<file path="src/rtl/ahb_arbiter_pkg.sv">
// ahb_arbiter_pkg: AHB transfer/burst/response encodings, arbiter state type and burst-length helpers
package ahb_arbiter_pkg;
  localparam int W_TRANS = 2;
  localparam int W_BURST = 3;
  localparam int W_RESP = 2;
  localparam logic [W_TRANS-1:0] TR_IDLE = 2'd0;
  localparam logic [W_TRANS-1:0] TR_BUSY = 2'd1;
  localparam logic [W_TRANS-1:0] TR_NONSEQ = 2'd2;
  localparam logic [W_TRANS-1:0] TR_SEQ = 2'd3;
  localparam logic [W_BURST-1:0] BU_SINGLE = 3'd0;
  localparam logic [W_BURST-1:0] BU_INCR = 3'd1;
  localparam logic [W_BURST-1:0] BU_WRAP4 = 3'd2;
  localparam logic [W_BURST-1:0] BU_INCR4 = 3'd3;
  localparam logic [W_BURST-1:0] BU_WRAP8 = 3'd4;
  localparam logic [W_BURST-1:0] BU_INCR8 = 3'd5;
  localparam logic [W_BURST-1:0] BU_WRAP16 = 3'd6;
  localparam logic [W_BURST-1:0] BU_INCR16 = 3'd7;
  localparam logic [W_RESP-1:0] RS_OKAY = 2'd0;
  localparam logic [W_RESP-1:0] RS_ERROR = 2'd1;
  localparam logic [W_RESP-1:0] RS_RETRY = 2'd2;
  localparam logic [W_RESP-1:0] RS_SPLIT = 2'd3;
  typedef enum logic [1:0] {ST_ARB, ST_BURST, ST_LOCKED} arb_state_t;
  // HBURST[2:1] encodes the beat count class: 0 undefined, 1/2/3 -> 4/8/16 beats
  function automatic logic [3:0] burst_beats_m1(input logic [W_BURST-1:0] hburst);
    return hburst[2:1] == 2'd1 ? 4'd3 : hburst[2:1] == 2'd2 ? 4'd7 : hburst[2:1] == 2'd3 ? 4'd15 : 4'd0;
  endfunction
  function automatic logic burst_fixed(input logic [W_BURST-1:0] hburst);
    return hburst[2:1] != 2'd0;
  endfunction
endpackage

</file>
<file path="src/rtl/ahb_arbiter_if.sv">
// ahb_arbiter_if: request/response inputs and grant/owner outputs between the masters' bus and the arbiter
interface ahb_arbiter_if #(
  parameter int N_MASTER = 3,
  parameter int W_MASTER = 2
);
  import ahb_arbiter_pkg::*;
  logic [N_MASTER-1:0] HBUSREQ;
  logic [N_MASTER-1:0] HLOCK;
  logic [W_TRANS-1:0] HTRANS;
  logic [W_BURST-1:0] HBURST;
  logic HREADY;
  logic [W_RESP-1:0] HRESP;
  logic [N_MASTER-1:0] HSPLIT;
  logic [N_MASTER-1:0] HGRANT;
  logic [W_MASTER-1:0] HMASTER;
  logic [W_MASTER-1:0] HMASTER_del;
  logic HMASTLOCK;
  modport slave (
    input HBUSREQ, HLOCK, HTRANS, HBURST, HREADY, HRESP, HSPLIT,
    output HGRANT, HMASTER, HMASTER_del, HMASTLOCK
  );
  modport master (
    output HBUSREQ, HLOCK, HTRANS, HBURST, HREADY, HRESP, HSPLIT,
    input HGRANT, HMASTER, HMASTER_del, HMASTLOCK
  );
endinterface

</file>
<file path="src/rtl/ahb_rr_pick.sv">
// ahb_rr_pick: combinational round-robin picker, first eligible requester after i_ptr, one-hot result
module ahb_rr_pick #(
  parameter int N = 3,
  parameter int W = 2
) (
  input logic [N-1:0] i_req,
  input logic [W-1:0] i_ptr,
  output logic [N-1:0] o_gnt,
  output logic o_valid
);
  logic [W:0] w_sh;
  logic [2*N-1:0] w_dbl;
  logic [2*N-1:0] w_oh2;
  logic [N-1:0] w_rot;
  logic [N-1:0] w_oh;
  // rotate so that master ptr+1 sits at bit 0, isolate the lowest set bit, rotate back
  assign w_sh = {1'b0, i_ptr} + (W+1)'(1);
  assign w_dbl = {i_req, i_req} >> w_sh;
  assign w_rot = w_dbl[N-1:0];
  assign w_oh = w_rot & (~w_rot + N'(1));
  assign w_oh2 = {w_oh, w_oh} << w_sh;
  assign o_gnt = w_oh2[2*N-1:N];
  assign o_valid = |i_req;
endmodule

</file>
<file path="src/rtl/ahb_arbiter.sv">
// ahb_arbiter: round-robin AHB bus arbiter with burst/lock tracking and default-master parking.
// Define AHB_SPLIT_EN to enable the SPLIT mask; otherwise SPLIT behaves as RETRY and HSPLIT is ignored.
module ahb_arbiter
  import ahb_arbiter_pkg::*;
#(
  parameter int N_MASTER = 3,
  parameter int W_MASTER = 2,
  parameter int NUM_DEF_MASTER = 0
) (
  input logic HCLK,
  input logic HRESET,
  ahb_arbiter_if.slave bus
);
  localparam logic [N_MASTER-1:0] DEF_OH = N_MASTER'(1) << NUM_DEF_MASTER;
  arb_state_t r_state;
  arb_state_t w_nstate;
  logic [N_MASTER-1:0] r_grant;
  logic [N_MASTER-1:0] w_mask;
  logic [N_MASTER-1:0] w_elig;
  logic [N_MASTER-1:0] w_pick;
  logic [N_MASTER-1:0] w_rr;
  logic [W_MASTER-1:0] r_hmaster;
  logic [W_MASTER-1:0] r_hmaster_del;
  logic [W_MASTER-1:0] w_gidx;
  logic [3:0] r_cnt;
  logic r_mastlock;
  logic w_valid;
  logic w_lock;
  logic w_abort;
  logic w_idle;
  logic w_seq;
  logic w_nonseq;
  logic w_fixed;
  logic w_incr_hold;
  logic w_burst_end;
  always_comb begin
    w_gidx = '0;
    for (int i = 0; i < N_MASTER; i++)
      if (r_grant[i]) w_gidx = W_MASTER'(i);
  end
  assign w_elig = bus.HBUSREQ & ~w_mask;
  ahb_rr_pick #(.N(N_MASTER), .W(W_MASTER)) u_pick (
    .i_req(w_elig),
    .i_ptr(w_gidx),
    .o_gnt(w_pick),
    .o_valid(w_valid)
  );
  assign w_rr = w_valid ? w_pick : DEF_OH;
  assign w_idle = bus.HTRANS == TR_IDLE;
  assign w_seq = bus.HTRANS == TR_SEQ;
  assign w_nonseq = bus.HTRANS == TR_NONSEQ;
  assign w_fixed = burst_fixed(bus.HBURST);
  assign w_lock = bus.HLOCK[w_gidx];
  assign w_abort = bus.HREADY && bus.HRESP != RS_OKAY;
  // an undefined-length INCR keeps the bus while its owner still requests
  assign w_incr_hold = (w_nonseq || w_seq) && bus.HBURST == BU_INCR && bus.HBUSREQ[w_gidx];
  assign w_burst_end = bus.HREADY && (w_idle || (w_seq && r_cnt <= 4'd1) || (w_nonseq && !w_fixed));
  always_comb begin
    w_nstate = w_lock ? ST_LOCKED
             : w_abort ? ST_ARB
             : r_state == ST_ARB ? ((bus.HREADY && w_nonseq && w_fixed) ? ST_BURST : ST_ARB)
             : r_state == ST_BURST ? (w_burst_end ? ST_ARB : ST_BURST)
             : (w_seq ? ST_LOCKED : ST_ARB);
  end
  always_ff @(posedge HCLK) begin
    if (HRESET) begin
      r_state <= ST_ARB;
      r_grant <= DEF_OH;
      r_hmaster <= W_MASTER'(NUM_DEF_MASTER);
      r_hmaster_del <= W_MASTER'(NUM_DEF_MASTER);
      r_mastlock <= 1'b0;
      r_cnt <= '0;
    end else begin
      r_state <= w_nstate;
      r_grant <= (w_nstate == ST_ARB && !w_incr_hold) ? w_rr : r_grant;
      if (bus.HREADY) begin
        r_hmaster <= w_gidx;
        r_hmaster_del <= r_hmaster;
        r_mastlock <= w_lock;
        r_cnt <= (w_abort || w_idle) ? 4'd0
               : w_nonseq ? burst_beats_m1(bus.HBURST)
               : (w_seq && r_cnt != 4'd0) ? r_cnt - 4'd1 : r_cnt;
      end
    end
  end
`ifdef AHB_SPLIT_EN
  logic [N_MASTER-1:0] r_mask;
  // a release in the same cycle as a new split wins
  always_ff @(posedge HCLK) begin
    if (HRESET) r_mask <= '0;
    else r_mask <= (r_mask | ((bus.HREADY && bus.HRESP == RS_SPLIT) ? N_MASTER'(1) << r_hmaster_del : '0)) & ~bus.HSPLIT;
  end
  assign w_mask = r_mask;
`else
  logic w_unused;
  assign w_unused = ^bus.HSPLIT;
  assign w_mask = '0;
`endif
  assign bus.HGRANT = r_grant;
  assign bus.HMASTER = r_hmaster;
  assign bus.HMASTER_del = r_hmaster_del;
  assign bus.HMASTLOCK = r_mastlock;
endmodule
</file>
<file path="src/flat_wrapper.sv">
// flat-port wrapper written by rule: the top's interface ports become plain ports
module ahb_arbiter_flat import ahb_arbiter_pkg::*;
#(
  parameter int N_MASTER = 3,
  parameter int W_MASTER = 2,
  parameter int NUM_DEF_MASTER = 0
)
  (HCLK, HRESET, bus_HBUSREQ, bus_HLOCK, bus_HTRANS, bus_HBURST, bus_HREADY, bus_HRESP, bus_HSPLIT, bus_HGRANT, bus_HMASTER, bus_HMASTER_del, bus_HMASTLOCK);
  ahb_arbiter_if #(.N_MASTER(N_MASTER), .W_MASTER(W_MASTER)) bus_i ();
  input logic HCLK;
  input logic HRESET;
  input wire logic [$bits(bus_i.HBUSREQ)-1:0] bus_HBUSREQ;
  input wire logic [$bits(bus_i.HLOCK)-1:0] bus_HLOCK;
  input wire logic [$bits(bus_i.HTRANS)-1:0] bus_HTRANS;
  input wire logic [$bits(bus_i.HBURST)-1:0] bus_HBURST;
  input wire logic [$bits(bus_i.HREADY)-1:0] bus_HREADY;
  input wire logic [$bits(bus_i.HRESP)-1:0] bus_HRESP;
  input wire logic [$bits(bus_i.HSPLIT)-1:0] bus_HSPLIT;
  output wire logic [$bits(bus_i.HGRANT)-1:0] bus_HGRANT;
  output wire logic [$bits(bus_i.HMASTER)-1:0] bus_HMASTER;
  output wire logic [$bits(bus_i.HMASTER_del)-1:0] bus_HMASTER_del;
  output wire logic [$bits(bus_i.HMASTLOCK)-1:0] bus_HMASTLOCK;
  assign bus_i.HBUSREQ = bus_HBUSREQ;
  assign bus_i.HLOCK = bus_HLOCK;
  assign bus_i.HTRANS = bus_HTRANS;
  assign bus_i.HBURST = bus_HBURST;
  assign bus_i.HREADY = bus_HREADY;
  assign bus_i.HRESP = bus_HRESP;
  assign bus_i.HSPLIT = bus_HSPLIT;
  assign bus_HGRANT = bus_i.HGRANT;
  assign bus_HMASTER = bus_i.HMASTER;
  assign bus_HMASTER_del = bus_i.HMASTER_del;
  assign bus_HMASTLOCK = bus_i.HMASTLOCK;
  ahb_arbiter #(.N_MASTER(N_MASTER), .W_MASTER(W_MASTER), .NUM_DEF_MASTER(NUM_DEF_MASTER)) u_core (.HCLK(HCLK), .HRESET(HRESET), .bus(bus_i));
endmodule
</file>
<file path="config.mk">
export PLATFORM = sky130hd
export DESIGN_NAME = ahb_arbiter_flat
export DESIGN_NICKNAME = d
export VERILOG_FILES = /design/src/rtl/ahb_arbiter_pkg.sv /design/src/rtl/ahb_arbiter_if.sv /design/src/rtl/ahb_rr_pick.sv /design/src/rtl/ahb_arbiter.sv /design/src/flat_wrapper.sv
export SDC_FILE = /design/constraint.sdc
export NUM_CORES = 1
export LEC_CHECK = 0
export CORE_UTILIZATION = 40
export DETAILED_ROUTE_END_ITERATION = 8
export GPL_ROUTABILITY_DRIVEN = 0
export PLACE_DENSITY = 0.72
export REMOVE_ABC_BUFFERS = 1
export SLEW_MARGIN = 10
export SYNTH_ARGS = -nofsm -noshare
export SYNTH_HDL_FRONTEND = slang
export SYNTH_HIERARCHICAL = 1
export SYNTH_SLANG_ARGS = --single-unit
</file>
<file path="constraint.sdc">
create_clock -name HCLK -period 3.75 [get_ports HCLK]
set_input_delay 0.5625 -clock HCLK [delete_from_list [all_inputs] [get_ports HCLK]]
set_output_delay 0.5625 -clock HCLK [all_outputs]
set_load 0.01 [all_outputs]
</file>
==> out/results.txt, run 1 <==
routed wire length -> 2390 um
Synth top area share -> 0.254
Worst-path clk slew -> 0.08 ns
Reg area -> 280 um2
FF-to-FF setup slack -> 1.29 ns
post_cts resized -> 0
Final ANT Viol Nets -> 0
Clock Latency Late Sink -> 0.27 ns
design area -> 1360 um2
Worst-Margin Slew -> 0.730 ns
vias in the first global route -> 944
standard-cell rows -> 18
final setup TNS -> 0 ns
core area -> 2540 um2
max capacitance violation total -> 0
fmax -> 407 MHz
final hold violation count -> 0
Setup crit start kind -> register
Area after DPL -> 1330 um2
worst r2r path cells -> 7
hold_ws -> 0.499 ns
Final Skew -> 0.00120 ns
Period minus WS final -> 2.46 ns
slew margin rel. -> 0.512
P_leak -> 0.530 nW
Ys Warns -> 6
status -> finished clean
Post-layout nets -> 172
Antenna Cells -> 0
DRC viols -> 0
CP max FO -> 20
clk sinks -> 14
post-synthesis sequential area ratio -> 0.254
Arrival @ worst endpoint -> 2.66 ns
die footprint -> 2970 um2
Final Total Pwr -> 0.000508 W
count leader, synth -> dfxtp_1
Slew Limit Fails -> 0
synthesized netlist cell count -> 127
CP Capture Type -> register
worst-path cell chain -> nor2b_1 > or3b_1 > a21oi_2 > nor2_1 > a211oi_2 > nor3b_1 > mux2i_1
initial antenna violation count -> 0
footprint of the multi-input gates -> 751 um2
largest net degree at the start of global routing -> 21
CP max stage delay -> 0.67 ns
Netlist Area Pre-Place -> 1100 um2
CP max stage cell -> nor2b_1
synthesized flop and latch total -> 14
CP Data Required Time -> 3.95 ns
CTS tree -> yes
die width -> 54.5 um
share of flip-flops with an asynchronous set or reset -> 0
clk buf depth -> 2
fillers -> 241
Starting DRT DRC Count -> 12
Area Overhead vs Synth -> 23.4%
Synth Area per Inst -> 8.69 um2
Hold Path End -> u_core/r_cnt[1]$_SDFFE_PP0P_
Final setup viols -> 0
# H-tree levels -> 1
number of synthesized flops with an enable pin -> 0
top cells by area, synth -> dfxtp_1 25%, mux2i_1 10%, ha_1 4.5%
VDD IR-drop max -> 241 uV
post-CTS setup buffer count -> 0
worst r2r src -> u_core/bus.HGRANT[2]$_SDFFE_PP0P_
HP Start -> u_core/r_cnt[1]$_SDFFE_PP0P_
Die H -> 54.5 um
number of top-level pins -> 27
Hold Crit Depth -> 2
grt ovf -> 0
share of cells above drive strength 1 -> 0.0946
first-pass GRT wire length -> 4060 um
Post-CTS Hold Fix Bufs -> 0
vias per cell -> 5.46
ys flop type -> dfxtp_1
drt first pass iters -> 4
CTS Buf Count -> 3
post-DP HPWL -> 1820 um
Buffers on Ports -> 23
total number of vias -> 971
synth cell count leaders -> 14 x dfxtp_1, 11 x mux2i_1, 11 x nor2_1
WL per Instance -> 13.4 um
Hold Path Class -> register to register
WS Path Type -> register to register
Root Buffer -> clkbuf_4
crit share post-route -> 0.656
FF-to-FF End -> u_core/bus.HGRANT[0]$_SDFFE_PP1P_
GRT Total Usage -> 0.189
Initial Util -> 0.434
Yosys cell types -> 46
RSZ-0062 raised after global routing -> no
Synth area leader -> dfxtp_1
power per cell area -> 373 nW/um2
## flip-flops by register name (all words and copies together) (netlist names)
signal,cells
u_core/bus.HMASTER,2
u_core/bus.HGRANT,3
u_core/bus.HMASTER_del,2
u_core/r_state,2
u_core/r_cnt,4
u_core/bus.HMASTLOCK,1
## metrics by stage
step / worst slack (ns) / std cells / util
after global routing: 1.03 / 178 / 0.535
after floorplan: 1.67 / 121 / -
after detailed placement: 1.19 / 174 / 0.521
final: 1.29 / 178 / 0.535
after CTS: 1.30 / 178 / 0.535
after global placement: 1.20 / 174 / 0.521
## how the worst max path moves through the flow
| stage | from | end | slack, ns | cells past startpoint |
|---|---|---|---|---|
| after floorplan | u_core/bus.HGRANT[2]$_SDFFE_PP0P_ | u_core/bus.HGRANT[1]$_SDFFE_PP0P_ | 1.67 | 7 |
| after global placement | bus_HREADY | u_core/bus.HGRANT[0]$_SDFFE_PP1P_ | 1.20 | 5 |
| after detailed placement | bus_HREADY | u_core/bus.HGRANT[0]$_SDFFE_PP1P_ | 1.19 | 5 |
| after CTS | u_core/bus.HGRANT[2]$_SDFFE_PP0P_ | u_core/bus.HGRANT[0]$_SDFFE_PP1P_ | 1.30 | 7 |
| after global routing | u_core/bus.HGRANT[2]$_SDFFE_PP0P_ | u_core/bus.HGRANT[0]$_SDFFE_PP1P_ | 1.03 | 7 |
| final | u_core/bus.HGRANT[2]$_SDFFE_PP0P_ | u_core/bus.HGRANT[0]$_SDFFE_PP1P_ | 1.29 | 7 |
## cell type report
cell class                      instances  area share
Clock buffer                            4      0.0267
Inverter                                7      0.0193
Multi-Input combinational cell        100       0.551
Sequential cell                        14       0.206
Tap cell                               30      0.0276
Timing Repair Buffer                   23       0.169
## cell families after synthesis
family,synth area share
muxes,0.124
adders and majority gates,0.0454
and+or+nand+nor,0.253
AOI/OAI and AO/OA,0.258
DFF,0.254
buffers and inverters,0.0658
## where the power goes
| group | switching [W] | total (W) | internal (W) |
|---|---|---|---|
| Combinational | 0.000103 | 0.000217 | 0.000114 |
| Sequential | 0.0000222 | 0.000188 | 0.000165 |
| Clock | 0.0000442 | 0.000103 | 0.0000589 |
| Total | 0.000169 | 0.000508 | 0.000338 |
## cell usage in the layout (no fill, tap or decap), types with 4 or more instances in the layout
cell	count
nand2b_1	7
mux2i_1	11
o21a_1	4
a31oi_1	4
nand2_1	4
nor2b_1	4
nor2_1	11
dfxtp_1	14
inv_1	6
o21ai_0	4
clkdlybuf4s50_1	23
ha_1	4
## worst max-delay path, delay by kind of cell (launching register included)
kind | cells | cell delay (ns)
and+or+nand+nor | 4 | 1.27
DFF | 1 | 0.52
AOI/OAI and AO/OA | 2 | 0.44
muxes | 1 | 0.16
## layer usage
| metal | global-route usage | vias to the layer above | part of all wire |
|---|---|---|---|
| met2 | 0.303 | 21 | 0.45 |
| li1 | - | 511 | - |
| met3 | 0.0556 | 2 | 0.060 |
| met4 | 0.0556 | 0 | 0.0067 |
| met1 | 0.243 | 437 | 0.48 |
| met5 | 0 | - | 0 |
(Power assumes the default switching activity.)
==> run 2: changes to the inputs <==
==> constraint.sdc (replaced) <==
create_clock -name HCLK -period 2.3 [get_ports HCLK]
set_input_delay 0.345 -clock HCLK [delete_from_list [all_inputs] [get_ports HCLK]]
set_output_delay 0.345 -clock HCLK [all_outputs]
set_load 0.01 [all_outputs]
==> out/results.txt, run 2 (synthesis gave the netlist of run 1 again) <==
Period minus WS final -> 1.83 ns (was 2.46 ns)
met1 GRT Util -> 0.253 (was 0.243)
Hold Crit Depth -> 2 (unchanged)
Final ANT Viol Nets -> 0 (unchanged)
Post-CTS Hold Fix Bufs -> 0 (unchanged)
final hold violation count -> 0 (unchanged)
slew margin rel. -> 0.631 (was 0.512)
number of top-level pins -> 27 (unchanged)
Die H -> 54.5 um (unchanged)
# H-tree levels -> 1 (unchanged)
Post-layout nets -> 176 (was 172)
post-CTS setup buffer count -> 0 (unchanged)
fillers -> 247 (was 241)
largest net degree at the start of global routing -> 20 (was 21)
clk sinks -> 14 (unchanged)
CTS tree -> yes (unchanged)
WL per Instance -> 13.7 um (was 13.4 um)
post-DP HPWL -> 1830 um (was 1820 um)
CP max FO -> 4 (was 20)
vias in the first global route -> 935 (was 944)
Final setup viols -> 0 (unchanged)
grt ovf -> 0 (unchanged)
worst-path cell chain -> nor2b_1 > or3b_1 > a21oi_2 > nor2_1 > a211oi_2 > nor3b_1 > mux2i_1 (unchanged)
first-pass GRT wire length -> 4000 um (was 4060 um)
GRT Total Usage -> 0.189 (about the same)
crit share post-route -> 0.794 (was 0.656)
worst r2r src -> u_core/bus.HGRANT[1]$_SDFFE_PP0P_ (was u_core/bus.HGRANT[2]$_SDFFE_PP0P_)
Largest register FFs -> 4 (unchanged)
CP Capture Type -> register (unchanged)
most frequent cells in the layout -> 23 x clkdlybuf4s50_1, 14 x dfxtp_1, 11 x mux2i_1, 11 x nor2_1, 7 x nand2b_1 (unchanged)
worst r2r path cells -> 7 (unchanged)
Core Util, Final -> 0.547 (was 0.535)
Antenna Cells -> 0 (unchanged)
Root Buffer -> clkbuf_4 (unchanged)
post_cts resized -> 0 (unchanged)
Starting DRT DRC Count -> 19 (was 12)
routed wire length -> 2490 um (was 2390 um)
Clock Latency Late Sink -> 0.27 ns (about the same)
Slew Limit Fails -> 0 (unchanged)
CP Data Required Time -> 2.51 ns (was 3.95 ns)
Arrival @ worst endpoint -> 2.04 ns (was 2.66 ns)
standard-cell rows -> 18 (unchanged)
WS Path Type -> register to register (unchanged)
CTS Buf Count -> 3 (unchanged)
RSZ-0062 raised after global routing -> no (unchanged)
P_leak -> 0.551 nW (was 0.530 nW)
Buffers on Ports -> 23 (unchanged)
clk buf depth -> 2 (unchanged)
vias per cell -> 5.67 (was 5.46)
Worst-Margin Slew -> 0.552 ns (was 0.730 ns)
busiest layer in global routing -> met2 (unchanged)
VDD IR-drop max -> 392 uV (was 241 uV)
HP Start -> u_core/r_cnt[1]$_SDFFE_PP0P_ (unchanged)
Biggest register -> u_core/r_cnt (unchanged)
status -> finished clean (unchanged)
power per cell area -> 609 nW/um2 (was 373 nW/um2)
CP max stage cell -> or3b_1 (was nor2b_1)
DRC viols -> 0 (unchanged)
Final Skew -> 0.00295 ns (was 0.00120 ns)
Final Total Pwr -> 0.000848 W (was 0.000508 W)
Hold Path Class -> register to register (unchanged)
initial antenna violation count -> 0 (unchanged)
die width -> 54.5 um (unchanged)
final setup TNS -> 0 ns (unchanged)
Worst setup startpoint -> u_core/bus.HGRANT[1]$_SDFFE_PP0P_ (was u_core/bus.HGRANT[2]$_SDFFE_PP0P_)
Setup crit start kind -> register (unchanged)
share of cells above drive strength 1 -> 0.118 (was 0.0946)
fmax -> 547 MHz (was 407 MHz)
max capacitance violation total -> 0 (unchanged)
most common cell after layout, fill and taps aside -> clkdlybuf4s50_1 (unchanged)
total number of vias -> 1032 (was 971)
GR Util met2 -> 0.301 (was 0.303)
CP max stage delay -> 0.42 ns (was 0.67 ns)
Area Overhead vs Synth -> 26.1% (was 23.4%)
Worst-path clk slew -> 0.08 ns (about the same)
M3 GR Usage -> 0.0333 (was 0.0556)
drt first pass iters -> 4 (unchanged)
Initial Util -> 0.434 (unchanged)
core area -> 2540 um2 (unchanged)
die footprint -> 2970 um2 (unchanged)
[run 2: cell types whose count changed in the layout (fill, tap and decap cells not counted)]
cell / before / now
buf_4: 0 / 4
[run 2: critical path, delay by kind of cell (launching register included)]
kind | cells | cell delay (ns)
DFF | 1 | 0.33
and+or+nand+nor | 4 | 0.87
AOI/OAI and AO/OA | 2 | 0.43
muxes | 1 | 0.14
[run 2: stage by stage]
step                      worst slack [ns]  std cells  cell area, um2  hold WS, ns
after floorplan                      0.221        121            1060        0.414
after global placement               0.238        178            1360        0.480
after detailed placement             0.219        178            1360        0.490
after CTS                            0.477        182            1390        0.503
after global routing                 0.315        182            1390        0.533
final                                0.473        182            1390        0.502
[run 2: worst paths after layout]
kind                                       end  slack, ns
min reg2reg       u_core/r_cnt[1]$_SDFFE_PP0P_       0.50
max          u_core/bus.HGRANT[0]$_SDFFE_PP1P_       0.47
max reg2reg  u_core/bus.HGRANT[0]$_SDFFE_PP1P_       0.47
min               u_core/r_cnt[1]$_SDFFE_PP0P_       0.50
[run 2: report_power, final]
group / switching, W / leakage, nW / internal (W) / total, W
clock network: 0.0000729 / 0.0210 / 0.0000962 / 0.000169
registers: 0.0000180 / 0.115 / 0.000270 / 0.000288
logic: 0.000190 / 0.416 / 0.000201 / 0.000391
[run 2: area by class of cell]
| type | count | area (um2) | area share |
|---|---|---|---|
| multi-input cells | 100 | 751 | 0.540 |
| flip-flops and latches | 14 | 280 | 0.201 |
| repair buffers | 27 | 260 | 0.187 |
| well taps | 30 | 37.5 | 0.0270 |
| clock buffers | 4 | 36.3 | 0.0261 |
| inverters | 7 | 26.3 | 0.0189 |
[run 2: routing by layer]
metal | wire [um] | part of all wire
met5 | 0 | 0
met4 | 10 | 0.0040
met3 | 105 | 0.042
met2 | 1110 | 0.44
met1 | 1270 | 0.51
==> edit 1, RTL diff (settings of run 1) <==
`W_MASTER` is set to 2 in 3 places; all go to 4.
--- a/src/rtl/ahb_arbiter_if.sv
+++ b/src/rtl/ahb_arbiter_if.sv
@@ -1,7 +1,7 @@
 // ahb_arbiter_if: request/response inputs and grant/owner outputs between the masters' bus and the arbiter
 interface ahb_arbiter_if #(
   parameter int N_MASTER = 3,
-  parameter int W_MASTER = 2
+  parameter int W_MASTER = 4
 );
   import ahb_arbiter_pkg::*;
   logic [N_MASTER-1:0] HBUSREQ;
--- a/src/rtl/ahb_arbiter.sv
+++ b/src/rtl/ahb_arbiter.sv
@@ -4,7 +4,7 @@
   import ahb_arbiter_pkg::*;
 #(
   parameter int N_MASTER = 3,
-  parameter int W_MASTER = 2,
+  parameter int W_MASTER = 4,
   parameter int NUM_DEF_MASTER = 0
 ) (
   input logic HCLK,
--- a/src/flat_wrapper.sv
+++ b/src/flat_wrapper.sv
@@ -2,7 +2,7 @@
 module ahb_arbiter_flat import ahb_arbiter_pkg::*;
 #(
   parameter int N_MASTER = 3,
-  parameter int W_MASTER = 2,
+  parameter int W_MASTER = 4,
   parameter int NUM_DEF_MASTER = 0
 )
   (HCLK, HRESET, bus_HBUSREQ, bus_HLOCK, bus_HTRANS, bus_HBURST, bus_HREADY, bus_HRESP, bus_HSPLIT, bus_HGRANT, bus_HMASTER, bus_HMASTER_del, bus_HMASTLOCK);
Ports: changed (resized bus_HMASTER and bus_HMASTER_del); port bits go from 27 to 31. The function was not compared with the original's and may differ.
==> edit 1 against run 1 <==
- design area grew 11%
- sequential cell count stayed put
- synthesized area increased by 13%
- routed wire length up 11%
- worst setup slack got worse by 0.25 ns
- critical endpoint is now u_core/bus.HGRANT[2]
- die area grew 13%
- first-iteration DRC count increased to 5.2 times the old value
- final cell count grew 15%
- the flow now finishes with violations (design-rule violations)
- critical path depth stayed put
- sequential power is 11% lower
- synthesized cell count up 16%
- count of clock-buffer cells in the layout unchanged
- power decreased by 22%
==> edit 1: results (changes against run 1) <==
stage,metric,value,unit,change
routing,viasPerCell,5.62,,+3.0%
timing,hold_ws,0.495,ns,-0.00442 ns
finish,fill_cells,291,,+21%
outcome,failed_checks,design-rule violations,,
placed_design,dp_hpwl,1950,um,+7.6%
synthesis,synth.avg_cell_area,8.52,um^2,-1.9%
worst_hold_path,hold_start,u_core/r_cnt[1],,
synthesis,synthDistinctLibCells,55,,+20%
global_routing,grt_max_degree,24,,+14%
timing,slew_headroom,0.397,,-0.115
routing,drt_iter0_markers,62,,+50
finish,drive_above_1_share,0.104,,+0.00945
clocking,root_buffer,clkbuf_4,,
finish,layout.cells.non_filler,204,,+15%
worst_setup_path,crit_arrival,2.92,ns,+0.26 ns
pwr,p_sw,0.121,mW,-29%
outcome,outcome,finished with violations,,
global_routing,gr-usage-all-layers,0.172,,-0.0168
placed_design,pre_cts_ws,1.08,ns,-0.108 ns
routing,drc,4,,+4
synthesis,ys_seq_area_frac,0.224,,-0.0302
synthesis,synth.area.top_cells,"dfxtp_1, mux2i_1, nor2_1",,
worst_setup_path,critPathMaxFanout,23,,+15%
global_routing,grt_pass1_vias,1065,,+13%
placed_design,placed_area,1470,um^2,+11%
timing,fin_skew,0.00330,ns,+0.00211 ns
routing,drt_first_pass_iters,6,,+2
pwr,leakage,0.552,nW,+4.1%
routing,wl_per_cell,13.0,um,-3.3%
pwr,peakVddDrop,0.000161,V,-33%
worst_setup_path,reg2reg_slack,1.04,ns,-0.25 ns
timing,clock.fmax,369,MHz,-9.4%
synthesis,ys_top_cells_by_count,"nor2_1, dfxtp_1, mux2i_1",,
synthesis,synth_top_area_share,0.224,,-0.0302
[edit 1: layer usage]
metal  global-route usage  wire [um]
met5                    0          0
met4               0.0714         40
met3               0.0223        141
met2                0.279       1160
met1                0.230       1310
[edit 1: power groups by stage]
stage                     Combinational, mW  Clock, mW  Sequential (mW)
after detailed placement              0.120          0            0.171
final                                 0.122      0.108            0.167
after floorplan                      0.0754          0            0.170
after global routing                  0.133      0.118            0.169
after global placement                0.118          0            0.170
after CTS                             0.121      0.112            0.167
[edit 1: path summary, 6_finish.rpt]
check                                             to  cells past startpoint
worst max-delay path            u_core/bus.HGRANT[2]                      7
worst min-delay path                 u_core/r_cnt[1]                      2
worst max register to register  u_core/bus.HGRANT[2]                      7
worst min register to register       u_core/r_cnt[1]                      2
[edit 1: cell families after synthesis]
logic type | Yosys count | share of synthesized area
simple gates | 57 | 0.258
mux | 11 | 0.0919
fa+ha+maj | 4 | 0.0400
compound gates | 40 | 0.274
buf+inv | 17 | 0.0889
flops | 14 | 0.224
xor+xnor | 3 | 0.0210
other cells | 1 | 0.00299
[edit 1: area by class of cell]
| type | instances | area, um^2 | area share |
|---|---|---|---|
| clock buffers | 4 | 36.3 | 0.0241 |
| inverters | 5 | 18.8 | 0.0125 |
| multi-input cells | 127 | 902 | 0.599 |
| flip-flops and latches | 14 | 280 | 0.186 |
| well taps | 31 | 38.8 | 0.0257 |
| repair buffers | 23 | 230 | 0.153 |
[edit 1: worst max-delay path: stages, from the launching register on]
cell and delay (ns):
dfxtp_1 0.56, nor2b_1 0.82, ha_1 0.42, nor2_1 0.23
o211ai_1 0.13, o211ai_1 0.21, nand3_1 0.11, a21oi_1 0.14
==> edit 2, RTL diff (flow settings as in run 1) <==
Without the edit above. Encoding of `arb_state_t`: now one-hot (3 bits for 3 states).
--- a/src/rtl/ahb_arbiter_pkg.sv
+++ b/src/rtl/ahb_arbiter_pkg.sv
@@ -19,7 +19,7 @@
   localparam logic [W_RESP-1:0] RS_ERROR = 2'd1;
   localparam logic [W_RESP-1:0] RS_RETRY = 2'd2;
   localparam logic [W_RESP-1:0] RS_SPLIT = 2'd3;
-  typedef enum logic [1:0] {ST_ARB, ST_BURST, ST_LOCKED} arb_state_t;
+  typedef enum logic [2:0] {ST_ARB = 3'b001, ST_BURST = 3'b010, ST_LOCKED = 3'b100} arb_state_t;
   // HBURST[2:1] encodes the beat count class: 0 undefined, 1/2/3 -> 4/8/16 beats
   function automatic logic [3:0] burst_beats_m1(input logic [W_BURST-1:0] hburst);
     return hburst[2:1] == 2'd1 ? 4'd3 : hburst[2:1] == 2'd2 ? 4'd7 : hburst[2:1] == 2'd3 ? 4'd15 : 4'd0;
Behaviour: no difference found for any inputs over 10 cycles, from zero or initial values and one cycle with HRESET high; not proved beyond that.
==> edit 2 against run 1 <==
- the run now ends with design-rule violations left
- design area grew 4.9%
- synthesized cell count increased by 12%
- worst setup slack better by 0.015 ns
- routed wire length up 7.4%
- sequential cell count rose by 1
- hold slack got worse by 0.026 ns
- global-route usage is 2.1 points lower
- combinational power up 6%
- synthesized area rose by 8.4%
- via count is 10% higher
- power rose by 2.4%
- clock skew is 0.0022 ns higher
- critical path type is now in -> reg
- highest routed layer unchanged
==> edit 2: results (changes against run 1) <==
stage,metric,value,unit,change
outcome,outcome,finished with violations,,
outcome,failed_checks,design-rule violations,,
synthesis,syn_inst,142,,+12%
worst_setup_path,crit_arrival,2.65,ns,about the same
timing,slew_headroom,0.503,,-0.00911
worst_setup_path,r2r_end,u_core/bus.HGRANT[1],,
worst_setup_path,worst_path_largest_cell_delay,0.80,ns,+0.13 ns
routing,drt_iter0_markers,47,,+35
routing,drt_wl_total,2570,um,+7.4%
global_routing,met1_usage,0.175,,-0.0675
worst_setup_path,path_delay_family,compound AO/OA/AOI/OAI gates,,
routing,drc,6,,+6
global_routing,grt_util_met2,0.318,,+0.0152
finish,drive_above_1_share,0.111,,+0.0165
pwr,p_per_area,364,nW/um^2,-2.3%
worst_setup_path,reg2reg_slack,1.31,ns,+0.02 ns
routing,drt_first_pass_iters,6,,+2
synthesis,ys_seq_area_frac,0.251,,-0.00292
synthesis,synth.area.top_cells,"dfxtp_1, mux2i_1, nand2_1",,
worst_setup_path,critPathMaxFanout,11,,-45%
finish,fill_cells,279,,+16%
routing,viasPerCell,5.54,,+1.5%
worst_setup_path,critPathSlowestCell,clkdlybuf4s50_1,,
placed_design,dp.cells,189,,+8.6%
synthesis,synthDistinctLibCells,49,,+6.5%
synthesis,synth_top_area_share,0.251,,-0.00292
pwr,p_sw,0.183,mW,+7.9%
routing,num_vias,1069,,+10%
global_routing,gr-usage-all-layers,0.168,,-0.0205
global_routing,grt_first_pass_wirelength,4240,um,+4.6%
synthesis,ys_top_cells_by_count,"dfxtp_1, nand2_1, nor2_1",,
-- edit 2: changes by cell type after synthesis, moves of 3 or more --
cell / change
nand2_1: +10
nand2b_1: -5
a31oi_1: -3
nand3_1: +3
nor2_1: +3
o211a_1: -3
-- edit 2: logic make-up after synthesis --
family | after synthesis | share of synthesized area
AND/OR/NAND/NOR | 64 | 0.288
multiplexers | 13 | 0.111
buffers and inverters | 11 | 0.0659
adder cells (fa/ha/maj) | 4 | 0.0418
flip-flops | 15 | 0.251
AO/OA/AOI/OAI | 34 | 0.235
XOR/XNOR | 1 | 0.00732
-- edit 2: metrics by stage --
stage / hold slack, ns / worst slack [ns]
detailed placement: 0.464 / 1.02
floorplan: 0.439 / 1.72
global placement: 0.459 / 1.04
CTS: 0.476 / 1.30
finish: 0.473 / 1.31
global route: 0.517 / 1.13
-- edit 2: tightest hold or removal path, cell delays in order (launching register included) --
cell and delay (ns):
dfxtp_1 0.33, nand2_1 0.06, a21oi_1 0.05
-- edit 2: per-layer routing --
layer  vias up  part of all wire
met2        25              0.49
met3         4             0.042
li1        550                 -
met1       490              0.45
met4         0             0.014
met5         -                 0
-- edit 2: power groups by stage --
| stage | Clock (mW) | Combinational (mW) | Sequential [mW] |
|---|---|---|---|
| 6_report | 0.0885 | 0.231 | 0.201 |
| 3_5_place_dp | 0 | 0.229 | 0.204 |
| 4_1_cts | 0.0950 | 0.230 | 0.201 |
| 5_1_grt | 0.0989 | 0.251 | 0.205 |
| 2_1_floorplan | 0 | 0.149 | 0.204 |
| 3_3_place_gp | 0 | 0.220 | 0.203 |
-- edit 2: layout make-up --
cell class                      count  area share
Inverter                            4      0.0105
Clock buffer                        4      0.0184
Tap cell                           31      0.0272
Multi-Input combinational cell    116       0.572
Sequential cell                    15       0.210
Timing Repair Buffer               23       0.161
-- edit 2: worst max path at each step --
stage                         start                   end  slack, ns  depth (start not counted)
6_report                 bus_HREADY  u_core/bus.HGRANT[0]       1.31                          6
5_1_grt        u_core/bus.HGRANT[2]  u_core/bus.HGRANT[1]       1.13                          7
4_1_cts        u_core/bus.HGRANT[2]  u_core/bus.HGRANT[1]       1.30                          7
3_5_place_dp             bus_HREADY  u_core/bus.HGRANT[0]       1.02                          6
3_3_place_gp             bus_HREADY  u_core/bus.HGRANT[1]       1.04                          6
2_1_floorplan  u_core/bus.HGRANT[2]  u_core/bus.HGRANT[1]       1.72                          7
